## config.mk

```make
export PLATFORM = sky130hd
export DESIGN_NAME = encoder_input_conditioner_flat
export DESIGN_NICKNAME = d
export VERILOG_FILES = /design/src/rtl/encoder_input_conditioner_if.sv /design/src/rtl/encoder_input_conditioner.sv /design/src/flat_wrapper.sv
export SDC_FILE = /design/constraint.sdc
export NUM_CORES = 1
export LEC_CHECK = 0
export BUFFER_PORTS_ARGS = -buffer_cell sky130_fd_sc_hd__clkbuf_2
export CAP_MARGIN = 10
export CORE_AREA = 2 2 108 84
export CTS_CLUSTER_SIZE = 28
export DETAILED_ROUTE_END_ITERATION = 8
export DIE_AREA = 0 0 110 86
export PLACE_DENSITY = 0.7
export SLEW_MARGIN = 20
export SYNTH_ARGS = -nofsm -noshare
export SYNTH_HDL_FRONTEND = slang
export SYNTH_SLANG_ARGS = --single-unit
```

## constraint.sdc

```tcl
create_clock -name i_Clk -period 4.7 [get_ports i_Clk]
set_input_delay 0.94 -clock i_Clk [delete_from_list [all_inputs] [get_ports i_Clk]]
set_output_delay 0.94 -clock i_Clk [all_outputs]
set_load 0.05 [all_outputs]
```

## src/rtl/encoder_input_conditioner_if.sv

```systemverilog
`default_nettype none
// ============================================================================
// Module      : encoder_input_conditioner_if
// Description : Bundles the raw rotary-encoder pins and the conditioned
//               outputs that pass between the pin front end and the
//               digit-select/inc-dec stage.
//   i_Encoder_A_Raw        raw channel A, idle high
//   i_Encoder_B_Raw        raw channel B, idle high
//   i_Encoder_Switch_Raw   raw push switch, 0 = pressed
//   o_Encoder_A_Pulse      one-cycle pulse per selected debounced A edge
//   o_Encoder_B_Debounced  debounced B level (direction qualifier)
//   o_Encoder_Enable       set-mode enable, toggled by a long press
//   o_Encoder_Change_Mode  one-cycle pulse on a short-press release
//   modport master : drives the raw pins, observes the outputs
//   modport slave  : the conditioner itself
// Revision    : 1.0 - initial release
// ============================================================================
interface encoder_input_conditioner_if;
    logic i_Encoder_A_Raw;
    logic i_Encoder_B_Raw;
    logic i_Encoder_Switch_Raw;
    logic o_Encoder_A_Pulse;
    logic o_Encoder_B_Debounced;
    logic o_Encoder_Enable;
    logic o_Encoder_Change_Mode;

    modport master (
        output i_Encoder_A_Raw,
        output i_Encoder_B_Raw,
        output i_Encoder_Switch_Raw,
        input  o_Encoder_A_Pulse,
        input  o_Encoder_B_Debounced,
        input  o_Encoder_Enable,
        input  o_Encoder_Change_Mode
    );

    modport slave (
        input  i_Encoder_A_Raw,
        input  i_Encoder_B_Raw,
        input  i_Encoder_Switch_Raw,
        output o_Encoder_A_Pulse,
        output o_Encoder_B_Debounced,
        output o_Encoder_Enable,
        output o_Encoder_Change_Mode
    );
endinterface
`default_nettype wire

```

## src/rtl/encoder_input_conditioner.sv

```systemverilog
`default_nettype none
// ============================================================================
// Module      : encoder_input_conditioner
// Description : Front end for the rotary-encoder time-set path. Each raw pin
//               (A, B, push switch) is synchronised by two flops and then
//               debounced. Debounced A produces a one-cycle edge pulse,
//               debounced B is passed out as the direction qualifier, and
//               the debounced switch drives a press FSM that toggles the
//               set-mode enable on a long press and emits a change-mode
//               pulse on a short-press release while enabled.
// Ports       :
//   i_Clk      in   system clock
//   i_Reset_n  in   asynchronous, active-low reset
//   enc        slave modport of encoder_input_conditioner_if (raw pins in,
//              A pulse / B level / enable / change-mode out)
// Revision    : 1.0 - initial release
// ============================================================================
module encoder_input_conditioner #(
    parameter int DEBOUNCE_LIMIT   = 250000,
    parameter int DEBOUNCE_WIDTH   = 18,
    parameter int LONG_PRESS_LIMIT = 25000000,
    parameter int LONG_PRESS_WIDTH = 25,
    parameter int A_PULSE_EDGE     = 0
) (
    input  wire logic                  i_Clk,
    input  wire logic                  i_Reset_n,
    encoder_input_conditioner_if.slave enc
);

    localparam int c_NUM_CH = 3;
    localparam int c_CH_A   = 0;
    localparam int c_CH_B   = 1;
    localparam int c_CH_SW  = 2;

    localparam logic [DEBOUNCE_WIDTH-1:0]   c_DEB_MAX  = DEBOUNCE_WIDTH'(DEBOUNCE_LIMIT - 1);
    localparam logic [LONG_PRESS_WIDTH-1:0] c_HOLD_MAX = LONG_PRESS_WIDTH'(LONG_PRESS_LIMIT - 1);

    typedef enum logic [1:0] {
        ST_IDLE      = 2'd0,
        ST_PRESSED   = 2'd1,
        ST_LONG_HELD = 2'd2
    } state_t;

    // ------------------------------------------------------------------
    // Synchroniser and debouncer, one lane per pin
    // ------------------------------------------------------------------
    logic [c_NUM_CH-1:0]       w_raw;
    logic [c_NUM_CH-1:0]       r_sync1;
    logic [c_NUM_CH-1:0]       r_sync2;
    logic [c_NUM_CH-1:0]       r_deb;
    logic [DEBOUNCE_WIDTH-1:0] r_dcnt [c_NUM_CH];

    assign w_raw = {enc.i_Encoder_Switch_Raw, enc.i_Encoder_B_Raw, enc.i_Encoder_A_Raw};

    // The debounced level only moves after c_DEB_MAX+1 consecutive samples
    // disagree with it; a single agreeing sample restarts the count.
    always_ff @(posedge i_Clk or negedge i_Reset_n) begin
        if (!i_Reset_n) begin
            r_sync1 <= '1;
            r_sync2 <= '1;
            r_deb   <= '1;
            for (int ch = 0; ch < c_NUM_CH; ch++) begin
                r_dcnt[ch] <= '0;
            end
        end else begin
            r_sync1 <= w_raw;
            r_sync2 <= r_sync1;
            for (int ch = 0; ch < c_NUM_CH; ch++) begin
                if (r_sync2[ch] == r_deb[ch]) begin
                    r_dcnt[ch] <= '0;
                end else if (r_dcnt[ch] == c_DEB_MAX) begin
                    r_deb[ch]  <= r_sync2[ch];
                    r_dcnt[ch] <= '0;
                end else begin
                    r_dcnt[ch] <= r_dcnt[ch] + DEBOUNCE_WIDTH'(1);
                end
            end
        end
    end

    // ------------------------------------------------------------------
    // A edge pulse: compares debounced A with its previous value, so the
    // pulse lands one cycle after the debounced level moves. B is already
    // settled by then if it changed on the same edge as A.
    // ------------------------------------------------------------------
    logic r_deb_a_prev;
    logic r_a_pulse;
    logic w_a_edge;

    always_comb begin
        if (A_PULSE_EDGE != 0) begin
            w_a_edge = r_deb[c_CH_A] & ~r_deb_a_prev;
        end else begin
            w_a_edge = ~r_deb[c_CH_A] & r_deb_a_prev;
        end
    end

    always_ff @(posedge i_Clk or negedge i_Reset_n) begin
        if (!i_Reset_n) begin
            r_deb_a_prev <= 1'b1;
            r_a_pulse    <= 1'b0;
        end else begin
            r_deb_a_prev <= r_deb[c_CH_A];
            r_a_pulse    <= w_a_edge;
        end
    end

    // ------------------------------------------------------------------
    // Switch press FSM
    // ------------------------------------------------------------------
    state_t                      r_state;
    state_t                      w_state_next;
    logic [LONG_PRESS_WIDTH-1:0] r_hcnt;
    logic [LONG_PRESS_WIDTH-1:0] w_hcnt_next;
    logic                        r_enable;
    logic                        w_enable_next;
    logic                        r_change_mode;
    logic                        w_change_mode_next;
    logic                        w_sw_pressed;

    assign w_sw_pressed = ~r_deb[c_CH_SW];

    always_ff @(posedge i_Clk or negedge i_Reset_n) begin
        if (!i_Reset_n) begin
            r_state       <= ST_IDLE;
            r_hcnt        <= '0;
            r_enable      <= 1'b0;
            r_change_mode <= 1'b0;
        end else begin
            r_state       <= w_state_next;
            r_hcnt        <= w_hcnt_next;
            r_enable      <= w_enable_next;
            r_change_mode <= w_change_mode_next;
        end
    end

    // Once a press has toggled the enable it parks in LONG_HELD, so the
    // eventual release can never be mistaken for a short press.
    always_comb begin
        w_state_next       = r_state;
        w_hcnt_next        = r_hcnt;
        w_enable_next      = r_enable;
        w_change_mode_next = 1'b0;
        case (r_state)
            ST_IDLE: begin
                if (w_sw_pressed) begin
                    w_state_next = ST_PRESSED;
                    w_hcnt_next  = '0;
                end
            end
            ST_PRESSED: begin
                if (!w_sw_pressed) begin
                    w_state_next       = ST_IDLE;
                    w_change_mode_next = r_enable;
                end else if (r_hcnt == c_HOLD_MAX) begin
                    w_state_next  = ST_LONG_HELD;
                    w_enable_next = ~r_enable;
                end else begin
                    w_hcnt_next = r_hcnt + LONG_PRESS_WIDTH'(1);
                end
            end
            ST_LONG_HELD: begin
                if (!w_sw_pressed) begin
                    w_state_next = ST_IDLE;
                end
            end
            default: begin
                w_state_next = ST_IDLE;
            end
        endcase
    end

    // ------------------------------------------------------------------
    // Outputs (all straight from flops)
    // ------------------------------------------------------------------
    assign enc.o_Encoder_A_Pulse     = r_a_pulse;
    assign enc.o_Encoder_B_Debounced = r_deb[c_CH_B];
    assign enc.o_Encoder_Enable      = r_enable;
    assign enc.o_Encoder_Change_Mode = r_change_mode;

endmodule
`default_nettype wire

```

## src/flat_wrapper.sv

```systemverilog
// flat-port wrapper written by rule: the top's interface ports become plain ports
module encoder_input_conditioner_flat 
#(
    parameter int DEBOUNCE_LIMIT   = 250000,
    parameter int DEBOUNCE_WIDTH   = 18,
    parameter int LONG_PRESS_LIMIT = 25000000,
    parameter int LONG_PRESS_WIDTH = 25,
    parameter int A_PULSE_EDGE     = 0
)
  (i_Clk, i_Reset_n, enc_i_Encoder_A_Raw, enc_i_Encoder_B_Raw, enc_i_Encoder_Switch_Raw, enc_o_Encoder_A_Pulse, enc_o_Encoder_B_Debounced, enc_o_Encoder_Enable, enc_o_Encoder_Change_Mode);
  encoder_input_conditioner_if enc_i ();
  input  wire logic i_Clk;
  input  wire logic i_Reset_n;
  input wire logic [$bits(enc_i.i_Encoder_A_Raw)-1:0] enc_i_Encoder_A_Raw;
  input wire logic [$bits(enc_i.i_Encoder_B_Raw)-1:0] enc_i_Encoder_B_Raw;
  input wire logic [$bits(enc_i.i_Encoder_Switch_Raw)-1:0] enc_i_Encoder_Switch_Raw;
  output wire logic [$bits(enc_i.o_Encoder_A_Pulse)-1:0] enc_o_Encoder_A_Pulse;
  output wire logic [$bits(enc_i.o_Encoder_B_Debounced)-1:0] enc_o_Encoder_B_Debounced;
  output wire logic [$bits(enc_i.o_Encoder_Enable)-1:0] enc_o_Encoder_Enable;
  output wire logic [$bits(enc_i.o_Encoder_Change_Mode)-1:0] enc_o_Encoder_Change_Mode;
  assign enc_i.i_Encoder_A_Raw = enc_i_Encoder_A_Raw;
  assign enc_i.i_Encoder_B_Raw = enc_i_Encoder_B_Raw;
  assign enc_i.i_Encoder_Switch_Raw = enc_i_Encoder_Switch_Raw;
  assign enc_o_Encoder_A_Pulse = enc_i.o_Encoder_A_Pulse;
  assign enc_o_Encoder_B_Debounced = enc_i.o_Encoder_B_Debounced;
  assign enc_o_Encoder_Enable = enc_i.o_Encoder_Enable;
  assign enc_o_Encoder_Change_Mode = enc_i.o_Encoder_Change_Mode;
  encoder_input_conditioner #(.DEBOUNCE_LIMIT(DEBOUNCE_LIMIT), .DEBOUNCE_WIDTH(DEBOUNCE_WIDTH), .LONG_PRESS_LIMIT(LONG_PRESS_LIMIT), .LONG_PRESS_WIDTH(LONG_PRESS_WIDTH), .A_PULSE_EDGE(A_PULSE_EDGE)) u_core (.i_Clk(i_Clk), .i_Reset_n(i_Reset_n), .enc(enc_i));
endmodule
```

==> key figures, run 1 <==
Global routing
  • Vias in the first global route: 3110
  • Total Routing Usage GR: between 10% and 20%
  • Gr ovfl total: 0
  • Largest net degree at the start of global routing: 67
  • GRT busiest layer: met2
  • Met3 global-route usage: under 10%
  • First-pass GRT wire length: roughly 14000 um
  • Initial antenna violation count: 0
  • Met2 Track Usage GR: 29.39%
  • Met1 capacity usage during global routing: 27.41%

Worst setup path
  • R2R Setup Slk: 1.96 ns
  • WP data required: about 5.0 ns
  • CP startpoint kind: flip-flop
  • Critical Path AT: 2.98 ns
  • Worst path bufs/invs: 0
  • Worst r2r path cells: 5
  • CP max stage cell: nor3_1
  • Worst setup path class: flip-flop to flip-flop
  • CP max stage delay: 0.79 ns
  • Reg2reg start: u_core.r_hcnt[15]
  • RR Endpoint: u_core.enc.o_Encoder_Enable
  • Crit. End Element: flip-flop
  • Cell Chain, Critical Path: or4b_1 -> or4_1 -> nor3_1 -> nand3_1 -> xnor2_1
  • Top delay family on crit path: simple AND/OR/NAND/NOR gates
  • Max FO, Critical Path: 9

STA
  • Period utilization: 58.23%
  • Fin. Hold Viols: 0
  • Slew HR: 34.28%
  • Fmax: between 0.3 and 0.4 GHz
  • Slew at the pin closest to its max-slew limit: 0.9768 ns
  • Tmin final: 2.737 ns
  • Clock Skew: between 0.01 and 0.015 ns
  • Setup violators final: 0
  • Max-slew violation count: 0
  • RSZ-0062 raised after global routing: false
  • Final WS setup: 1.963 ns
  • Setup TNS: 0 ns

Power
  • Static leakage: 2.080 nW
  • P_int: 1.021 mW
  • Worst VDD drop: approximately 0.00027 V
  • Switch Pwr: ~0.32 mW
  • Combinational power share: 2.7%
  • Clock power share: between 30% and 40%
  • Reg power frac: 61.6%
  • Final Power: 1.342 mW
  • Pwr/cell area: 280.9 mW/mm2
  • Sw Share: between 20% and 30%

Finish
  • Final net count: 474
  • Fin cells: a little under 600
  • Ant diodes: 0
  • Syn-to-layout area delta: 6.889%
  • Design area: 0.004776 mm2
  • Fraction of layout cells with a size suffix above 1: 9.574%

Floorplanning
  • Die area: ~0.0095 mm2
  • Ports: 9
  • Rows: 29
  • Initial Util: 53.77%
  • Die X: between 100 and 150 um
  • Core area: 0.008309 mm2
  • Die height: 86 um

Clock network
  • Hold-fix buffers at CTS: 0
  • Clock transition at path regs: 0.08 ns
  • H-tree depth: 3
  • Post-CTS sizing: 0
  • Root buf cell: clkbuf_8
  • TritonCTS Buffers: 9
  • CTS sink cnt: 94
  • CTS tree: done
  • Clock latency on the worst-skew pair: 0.37 ns
  • Setup repair bufs after CTS: 0
  • CTS max path bufs: 2

Synth
  • Register bit total from synthesis: 94
  • Combinational family with the most area after synthesis: simple AND/OR/NAND/NOR gates
  • Synth unique cells: 39
  • Simple-gate portion of the synthesized area: 26.52%
  • Syn Nets: 466
  • EDFF count, synth: 0
  • Mapped Area: 0.004468 mm2
  • Mux cell area share after synthesis: 2.100%
  • Compound-gate portion of the synthesized area: 4.116%
  • Sequential share of the synthesized area: ~53%
  • Post-Synth XOR/XNOR Area: 11.37%
  • Total number of yosys warnings: 0
  • Top FF cell, synth: dfrtp_1
  • Syn avg cell area: 9.777 um2
  • Area share of fa/ha/maj cells after synthesis: 1.120%
  • Asr flop ratio synth: 100.0%
  • Cell count after synthesis: 457

Placed design
  • Dpl cells: 562
  • Gpl congestion: 0.7959
  • Placed instance area: 0.004604 mm2
  • Worst slack, placed: 1.970 ns
  • Detailed Place HPWL: between 5000 and 6000 um
  • I/O Buffers: 8

Routing
  • Via density: 5.569
  • Drt first pass iters: 4
  • Drt drc: 0
  • Antenna Nets Post-Route: 0
  • Via count: approximately 3200
  • DRT iter0 DRCs: around 200
  • Final WL: between 8000 and 9000 um
  • Wire length per cell: 14.01 um

Hold path
  • Hold path startpoint: u_core.r_sync1[2]
  • Min-Delay Path Depth: 0
  • Hold EP: u_core.r_sync2[2]
  • HP Class: flip-flop to flip-flop

Flow run
  • Maximum capacitance violations: 0

Outcome
  • Outcome: completed
[layout by cell type, fill, tap and decap left out, drive strengths merged, types with 8 or more instances in the layout]
master,n
a21oi,8
and3,10
o21ai,9
nand3,38
inv,9
dfstp,10
or3,8
nor2,85
xnor2,16
nor3,8
dfrtp,84
nor4,9
clkbuf,16
nand4,18
xor2,42
nand2,41
[metal layers]
metal	wire (um)	vias to the layer above
li1	-	1596
met1	4076	1573
met2	3692	46
met3	288	4
met4	38	0
met5	0	-
[logic make-up after synthesis]
group                      count (synthesis)
and+or+nand+nor                          242
DFF                                       94
xor gates and xnor gates                  58
AOI/OAI and AO/OA                         30
buffers and inverters                     20
muxes                                      9
adders and majority gates                  4
[cell usage after synthesis (2+ instances only)]
cell type / n / area, um2
xor2_1: 42 / 367.9
nand2_1: 41 / 153.9
xnor2_1: 16 / 140.1
a31oi_1: 5 / 31.28
o211ai_1: 4 / 30.03
nor4_1: 9 / 56.30
ha_1: 4 / 50.05
o21ai_0: 9 / 45.04
nand4_1: 18 / 112.6
nand3_1: 38 / 190.2
nor3_1: 8 / 40.04
mux2_2: 3 / 33.78
a21oi_1: 8 / 40.04
nor4b_1: 3 / 26.28
or3_1: 8 / 50.05
mux2i_1: 6 / 60.06
and4_1: 5 / 43.79
nand2b_1: 2 / 12.51
and3_1: 9 / 56.30
nor2_1: 85 / 319.1
or4_1: 3 / 22.52
or4b_1: 2 / 20.02
nand4b_1: 2 / 17.52
or2_2: 3 / 18.77
inv_1: 7 / 26.28
clkbuf_1: 11 / 41.29
dfstp_2: 10 / 262.8
nand3b_1: 2 / 15.01
dfrtp_1: 84 / 2102
[layout make-up]
class / count / area, um2
fillers: 733 / 3533
flip-flops and latches: 94 / 2365
multi-input cells: 343 / 2021
well taps: 108 / 135.1
clock buffers: 9 / 123.9
repair buffers: 10 / 57.56
clock inverters: 7 / 47.55
inverters: 7 / 26.28
[stage by stage]
| step | utilization [%] | hold WS, ns |
|---|---|---|
| global placement | 55.41 | 0.3482 |
| detailed placement | 55.41 | 0.3488 |
| floorplan | - | 0.3452 |
| finish | 57.48 | 0.3592 |
| global route | 57.48 | 0.3549 |
| CTS | 57.48 | 0.3606 |
[flip-flops by register name (all words and copies together), names as in the netlist]
signal and count:
u_core.enc.o_Encoder_A_Pulse 1, u_core.enc.o_Encoder_Change_Mode 1, u_core.enc.o_Encoder_Enable 1, u_core.r_dcnt 54, u_core.r_deb 3, u_core.r_deb_a_prev 1, u_core.r_hcnt 25, u_core.r_state 2
u_core.r_sync1 3, u_core.r_sync2 3
[worst max path at each step]
stage,start,to,slack [ns],cells past startpoint
final,u_core.r_hcnt[15],u_core.enc.o_Encoder_Enable,1.96,5
after global routing,u_core.r_hcnt[15],u_core.enc.o_Encoder_Enable,1.82,5
after CTS,u_core.r_hcnt[15],u_core.enc.o_Encoder_Enable,1.95,5
after detailed placement,u_core.r_hcnt[15],u_core.enc.o_Encoder_Enable,1.97,5
after global placement,u_core.r_hcnt[15],u_core.enc.o_Encoder_Enable,1.99,5
after floorplan,u_core.r_hcnt[15],u_core.r_state[1],2.27,6
[power by group through the flow]
| stage | clock [mW] | sequential (mW) | combinational, mW |
|---|---|---|---|
| after floorplan | 0 | 0.841 | 0.0165 |
| after global placement | 0 | 0.842 | 0.0374 |
| after detailed placement | 0 | 0.842 | 0.0380 |
| after CTS | 0.501 | 0.827 | 0.0381 |
| after global routing | 0.537 | 0.828 | 0.0429 |
| final | 0.479 | 0.827 | 0.0362 |
(Power assumes the default switching activity.)
==> run 2: changes to the inputs <==
- PLACE_DENSITY: 0.7 -> 0.72
- clock period: 4.7 -> 2.4 ns (I/O delays scaled with it)
==> key figures, run 2 (synthesis gave the netlist of run 1 again) <==
Finish
  • Biggest regs: u_core.r_dcnt x54, u_core.r_hcnt x25
  • Fin cells: roughly 600
  • Fillers: 699
  • Final Util: between 60% and 70%
  • Number of flip-flops in the largest register: 54
  • Final net count: 492
  • Commonest non-fill, non-tap cell in the layout: nor2_1
  • Area occupied by registers: ~0.0024 mm2
  • Area of the multi-input gates: 0.002036 mm2
  • Syn-to-layout area delta: 12.46%
  • Ant diodes: 0
  • Most frequent cells in the layout: nor2_1 (85), dfrtp_1 (84), xor2_1 (42)
  • Biggest register: u_core.r_dcnt
  • Fraction of layout cells with a size suffix above 1: 13.35%

Worst setup path
  • Crit. End Element: flip-flop
  • Critical Path AT: 2.64 ns
  • WP data required: 2.69 ns
  • CP startpoint kind: flip-flop
  • Max FO, Critical Path: 6
  • Worst setup path class: flip-flop to flip-flop

Routing
  • Via count: roughly 3300
  • DRT iter0 DRCs: between 200 and 250
  • Antenna Nets Post-Route: 0
  • Wire length per cell: approximately 14 um
  • Final WL: 8377 um
  • Drt first pass iters: 5
  • Via density: 5.548
  • Drt drc: 0

STA
  • Fin. Hold Viols: 0
  • Fmax: 0.4247 GHz
  • Setup violators final: 0
  • Slew HR: between 40 and 50%
  • Max-slew violation count: 0
  • RSZ-0062 raised after global routing: true
  • Clock Skew: 0.01246 ns
  • Tmin final: 2.354 ns
  • Slew at the pin closest to its max-slew limit: 0.7480 ns
  • Period utilization: 98.10%

Clock network
  • CTS sink cnt: 94
  • H-tree depth: 3
  • CTS max path bufs: 2
  • Clock latency on the worst-skew pair: 0.37 ns
  • TritonCTS Buffers: 9
  • Root buf cell: clkbuf_8
  • Hold-fix buffers at CTS: 0
  • CTS tree: done
  • Clock transition at path regs: around 0.1 ns

Flow run
  • Maximum capacitance violations: 0

Placed design
  • Dpl cells: 579
  • I/O Buffers: 8
  • Detailed Place HPWL: 5633 um
  • Gpl congestion: 0.8083

Global routing
  • Vias in the first global route: between 3000 and 4000
  • Gr ovfl total: 0
  • Initial antenna violation count: 0
  • Total Routing Usage GR: 20.22%
  • Largest net degree at the start of global routing: between 40 and 50
  • First-pass GRT wire length: about 15000 um

Floorplanning
  • Ports: 9
  • Die area: 0.009460 mm2
  • Rows: 29
  • Initial Util: 53.77%
  • Core area: 0.008309 mm2
  • Die height: around 86 um
  • Die X: 110 um

Hold path
  • HP Class: input port to async pin

Power
  • Reg power frac: 53.3%
  • Switch Pwr: 0.6165 mW
  • Static leakage: 2.225 nW
  • Combinational power share: 2.6%
  • Clock power share: 44.1%
  • P_int: 2.420 mW
  • Sw Share: around a fifth
  • Worst VDD drop: 0.0005344 V
  • Pwr/cell area: 604.2 mW/mm2

Outcome
  • Outcome: completed
==> run 2: cell types whose count changed in the layout (fill, tap and decap cells not counted), moves of 2 or more <==
cell / before / now
clkinv_2: 3 / 1
buf_4: 3 / 20
bufinv_16: 0 / 4
clkinvlp_4: 2 / 0
==> run 2: power by group through the flow <==
| stage | Clock [mW] | Combinational (mW) | Sequential, mW |
|---|---|---|---|
| 2_1_floorplan | 0 | 0.0323 | 1.65 |
| 3_3_place_gp | 0 | 0.0791 | 1.65 |
| 3_5_place_dp | 0 | 0.0818 | 1.65 |
| 4_1_cts | 1.38 | 0.0822 | 1.62 |
| 5_1_grt | 1.45 | 0.0923 | 1.62 |
| 6_report | 1.34 | 0.0782 | 1.62 |
==> run 2: path summary, 6_finish.rpt <==
path,start,end,slack (ns),depth (start not counted)
setup / recovery,u_core.r_hcnt[17],u_core.r_state[1],0.05,5
hold / removal,i_Reset_n,u_core.r_dcnt[49],0.11,1
setup reg to reg,u_core.r_hcnt[17],u_core.r_state[1],0.05,5
hold reg to reg,u_core.r_sync1[0],u_core.r_sync2[0],0.36,0
max in group asynchronous,i_Reset_n,u_core.r_sync1[2],1.62,2
min in group i_Clk,enc_i_Encoder_A_Raw,u_core.r_sync1[0],0.19,1
==> run 2: critical path: stages (launching register included) <==
cell	delay [ns]
dfrtp_1	0.39
or4b_1	0.52
or4_4	0.53
or3_4	0.38
or3_1	0.32
a21oi_1	0.14
==> run 2: what timing repair did <==
item	4_1_cts	5_1_grt
setup endpoints to repair	1	3
hold endpoints to repair	0	0
setup buffers	0	1
resized for setup	1	3
==> run 2: per-stage QoR <==
step	TNS, ns	power, mW	hold WS [ns]	instance area [um2]	setup WS [ns]
after floorplan	0	1.679	0.1844	4468	0.01491
after global placement	0	1.727	0.3456	4745	0.06060
after detailed placement	0	1.731	0.3473	4745	0.02970
after CTS	0	3.080	0.1138	5007	0.04933
after global routing	-0.02113	3.161	0.1382	5025	-0.02113
final	0	3.036	0.1054	5025	0.04566
==> run 2: cell type report <==
| class | instances | area share (%) |
|---|---|---|
| sequential | 94 | 47.06 |
| multi-input combinational | 343 | 40.51 |
| tap | 108 | 2.689 |
| clock buffer | 9 | 2.465 |
| timing repair buffer | 28 | 4.084 |
| clock inverter | 6 | 2.664 |
| inverter | 7 | 0.5229 |
==> run 2: metal layers <==
layer	wire (um)	vias to the layer above	track usage, %
met5	0	-	0
met2	3803	43	31.29
met1	4211	1620	27.66
met3	256	11	5.319
li1	-	1627	-
met4	106	0	6.904
==> run 3: changes to the inputs <==
- MAX_ROUTING_LAYER: unset -> met4
==> key figures, run 3 (synthesis gave the netlist of run 1 again) <==
Outcome
  • Outcome: completed

Finish
  • Number of flip-flops in the largest register: 54
  • Biggest regs: u_core.r_dcnt x54, u_core.r_hcnt x25
  • Ant diodes: 0
  • Fraction of layout cells with a size suffix above 1: 13.35%
  • Final net count: approximately 490
  • Most frequent cells in the layout: nor2_1 (85), dfrtp_1 (84), xor2_1 (42)
  • Syn-to-layout area delta: 12.46%
  • Biggest register: u_core.r_dcnt
  • Commonest non-fill, non-tap cell in the layout: nor2_1

Worst setup path
  • Top delay family on crit path: simple AND/OR/NAND/NOR gates
  • Crit. End Element: flip-flop
  • Worst path bufs/invs: 0
  • Cell Chain, Critical Path: or4b_1 -> or4_4 -> or3_4 -> or3_1 -> a21oi_1
  • Worst setup path class: flip-flop to flip-flop
  • CP max stage cell: or4_4
  • WP data required: 2.69 ns
  • CP max stage delay: 0.53 ns
  • CP startpoint kind: flip-flop
  • Max FO, Critical Path: 6
  • Critical Path AT: approximately 2.6 ns

Routing
  • Antenna Nets Post-Route: 0
  • Drt first pass iters: 5
  • Wire length per cell: 14.04 um
  • Via density: 5.541
  • Drt drc: 0
  • Final WL: around 8400 um
  • DRT iter0 DRCs: between 200 and 250
  • Via count: 3297

Hold path
  • HP Class: input port to async pin

Power
  • Pwr/cell area: ~600 mW/mm2
  • Static leakage: 2.225 nW
  • Worst VDD drop: 0.0005345 V
  • Clock power share: 44.1%
  • Combinational power share: 2.6%
  • P_int: 2.420 mW
  • Sw Share: about 20%
  • Reg power frac: 53.3%
  • Switch Pwr: 0.6162 mW

STA
  • Slew at the pin closest to its max-slew limit: 0.7644 ns
  • Setup violators final: 0
  • Max-slew violation count: 0
  • Setup TNS: 0 ns
  • Clock Skew: 0.01238 ns
  • Slew HR: 48.85%
  • Fin. Hold Viols: 0
  • Fmax: 0.4250 GHz
  • RSZ-0062 raised after global routing: true
  • WHS: 0.1057 ns
  • Final WS setup: 0.04688 ns
  • Period utilization: 98.05%
  • Tmin final: ~2.4 ns

Global routing
  • First-pass GRT wire length: 15030 um
  • Total Routing Usage GR: 20.87%
  • Largest net degree at the start of global routing: 45
  • Gr ovfl total: 0
  • Vias in the first global route: 3289
  • Initial antenna violation count: 0

Placed design
  • Gpl congestion: 0.8201
  • I/O Buffers: 8
  • Detailed Place HPWL: about 5600 um
  • Worst slack, placed: between 0.02 and 0.03 ns

Clock network
  • Clock latency on the worst-skew pair: between 0.3 and 0.4 ns
  • CTS max path bufs: 2
  • CTS sink cnt: between 90 and 100
  • Clock transition at path regs: around 0.1 ns
  • Root buf cell: clkbuf_8
  • H-tree depth: 3
  • CTS tree: done
  • TritonCTS Buffers: 9

Floorplanning
  • Ports: 9
  • Rows: 29
  • Die height: 86 um
  • Initial Util: between 50% and 60%
  • Die area: 0.009460 mm2
  • Die X: 110 um
  • Core area: 0.008309 mm2

Flow run
  • Maximum capacitance violations: 0
## run 3: layout make-up
class / instances / area, um2
Inverter: 7 / 26.28
Timing Repair Buffer: 28 / 205.2
Tap cell: 108 / 135.1
Clock buffer: 9 / 123.9
Multi-Input combinational cell: 343 / 2036
Fill cell: 699 / 3284
Sequential cell: 94 / 2365
Clock inverter: 6 / 133.9
## run 3: stage by stage
stage | instance area, um2 | power [mW] | instances | util [%]
6_report | 5025 | 3.036 | 595 | 60.47
3_5_place_dp | 4745 | 1.731 | 579 | 57.10
5_1_grt | 5025 | 3.161 | 595 | 60.47
2_1_floorplan | 4468 | 1.679 | 457 | -
3_3_place_gp | 4745 | 1.727 | 579 | 57.10
4_1_cts | 5007 | 3.080 | 594 | 60.26
## run 3: path summary, 6_finish.rpt
path | from | endpoint | slack [ns] | depth (start not counted)
max in group asynchronous | i_Reset_n | u_core.r_sync1[2] | 1.62 | 2
worst min register to register | u_core.r_sync1[0] | u_core.r_sync2[0] | 0.36 | 0
worst max-delay path | u_core.r_hcnt[17] | u_core.r_state[1] | 0.05 | 5
worst min-delay path | i_Reset_n | u_core.r_dcnt[49] | 0.11 | 1
min in group i_Clk | enc_i_Encoder_A_Raw | u_core.r_sync1[0] | 0.19 | 1
worst max register to register | u_core.r_hcnt[17] | u_core.r_state[1] | 0.05 | 5
## run 3: what timing repair did
| action | CTS | global route |
|---|---|---|
| setup buffers | 0 | 1 |
| endpoints found under the hold margin | 0 | 0 |
| gates resized for setup | 1 | 3 |
| hold buffers | 0 | 0 |
| setup endpoints to repair | 1 | 3 |
## run 3: metal layers
| metal | wire length (um) | share of wire (%) | GRT usage [%] | up-vias |
|---|---|---|---|---|
| li1 | - | - | - | 1628 |
| met1 | 4138 | 50 | 27.86 | 1606 |
| met2 | 3789 | 45 | 31.18 | 52 |
| met3 | 317 | 3.8 | 5.319 | 11 |
| met4 | 106 | 1.3 | 6.904 | 0 |
| met5 | 0 | 0 | - | - |
## run 3: worst register-to-register path, delay by kind of cell (launching register included)
family | cells | cell delay [ns]
and+or+nand+nor | 4 | 1.75
DFF | 1 | 0.39
AOI/OAI and AO/OA | 1 | 0.14
## run 3: power groups by stage
stage / registers, mW / logic [mW] / clock network (mW)
after floorplan: 1.65 / 0.0323 / 0
final: 1.62 / 0.0782 / 1.34
after global routing: 1.62 / 0.0923 / 1.45
after CTS: 1.62 / 0.0822 / 1.38
after global placement: 1.65 / 0.0791 / 0
after detailed placement: 1.65 / 0.0818 / 0
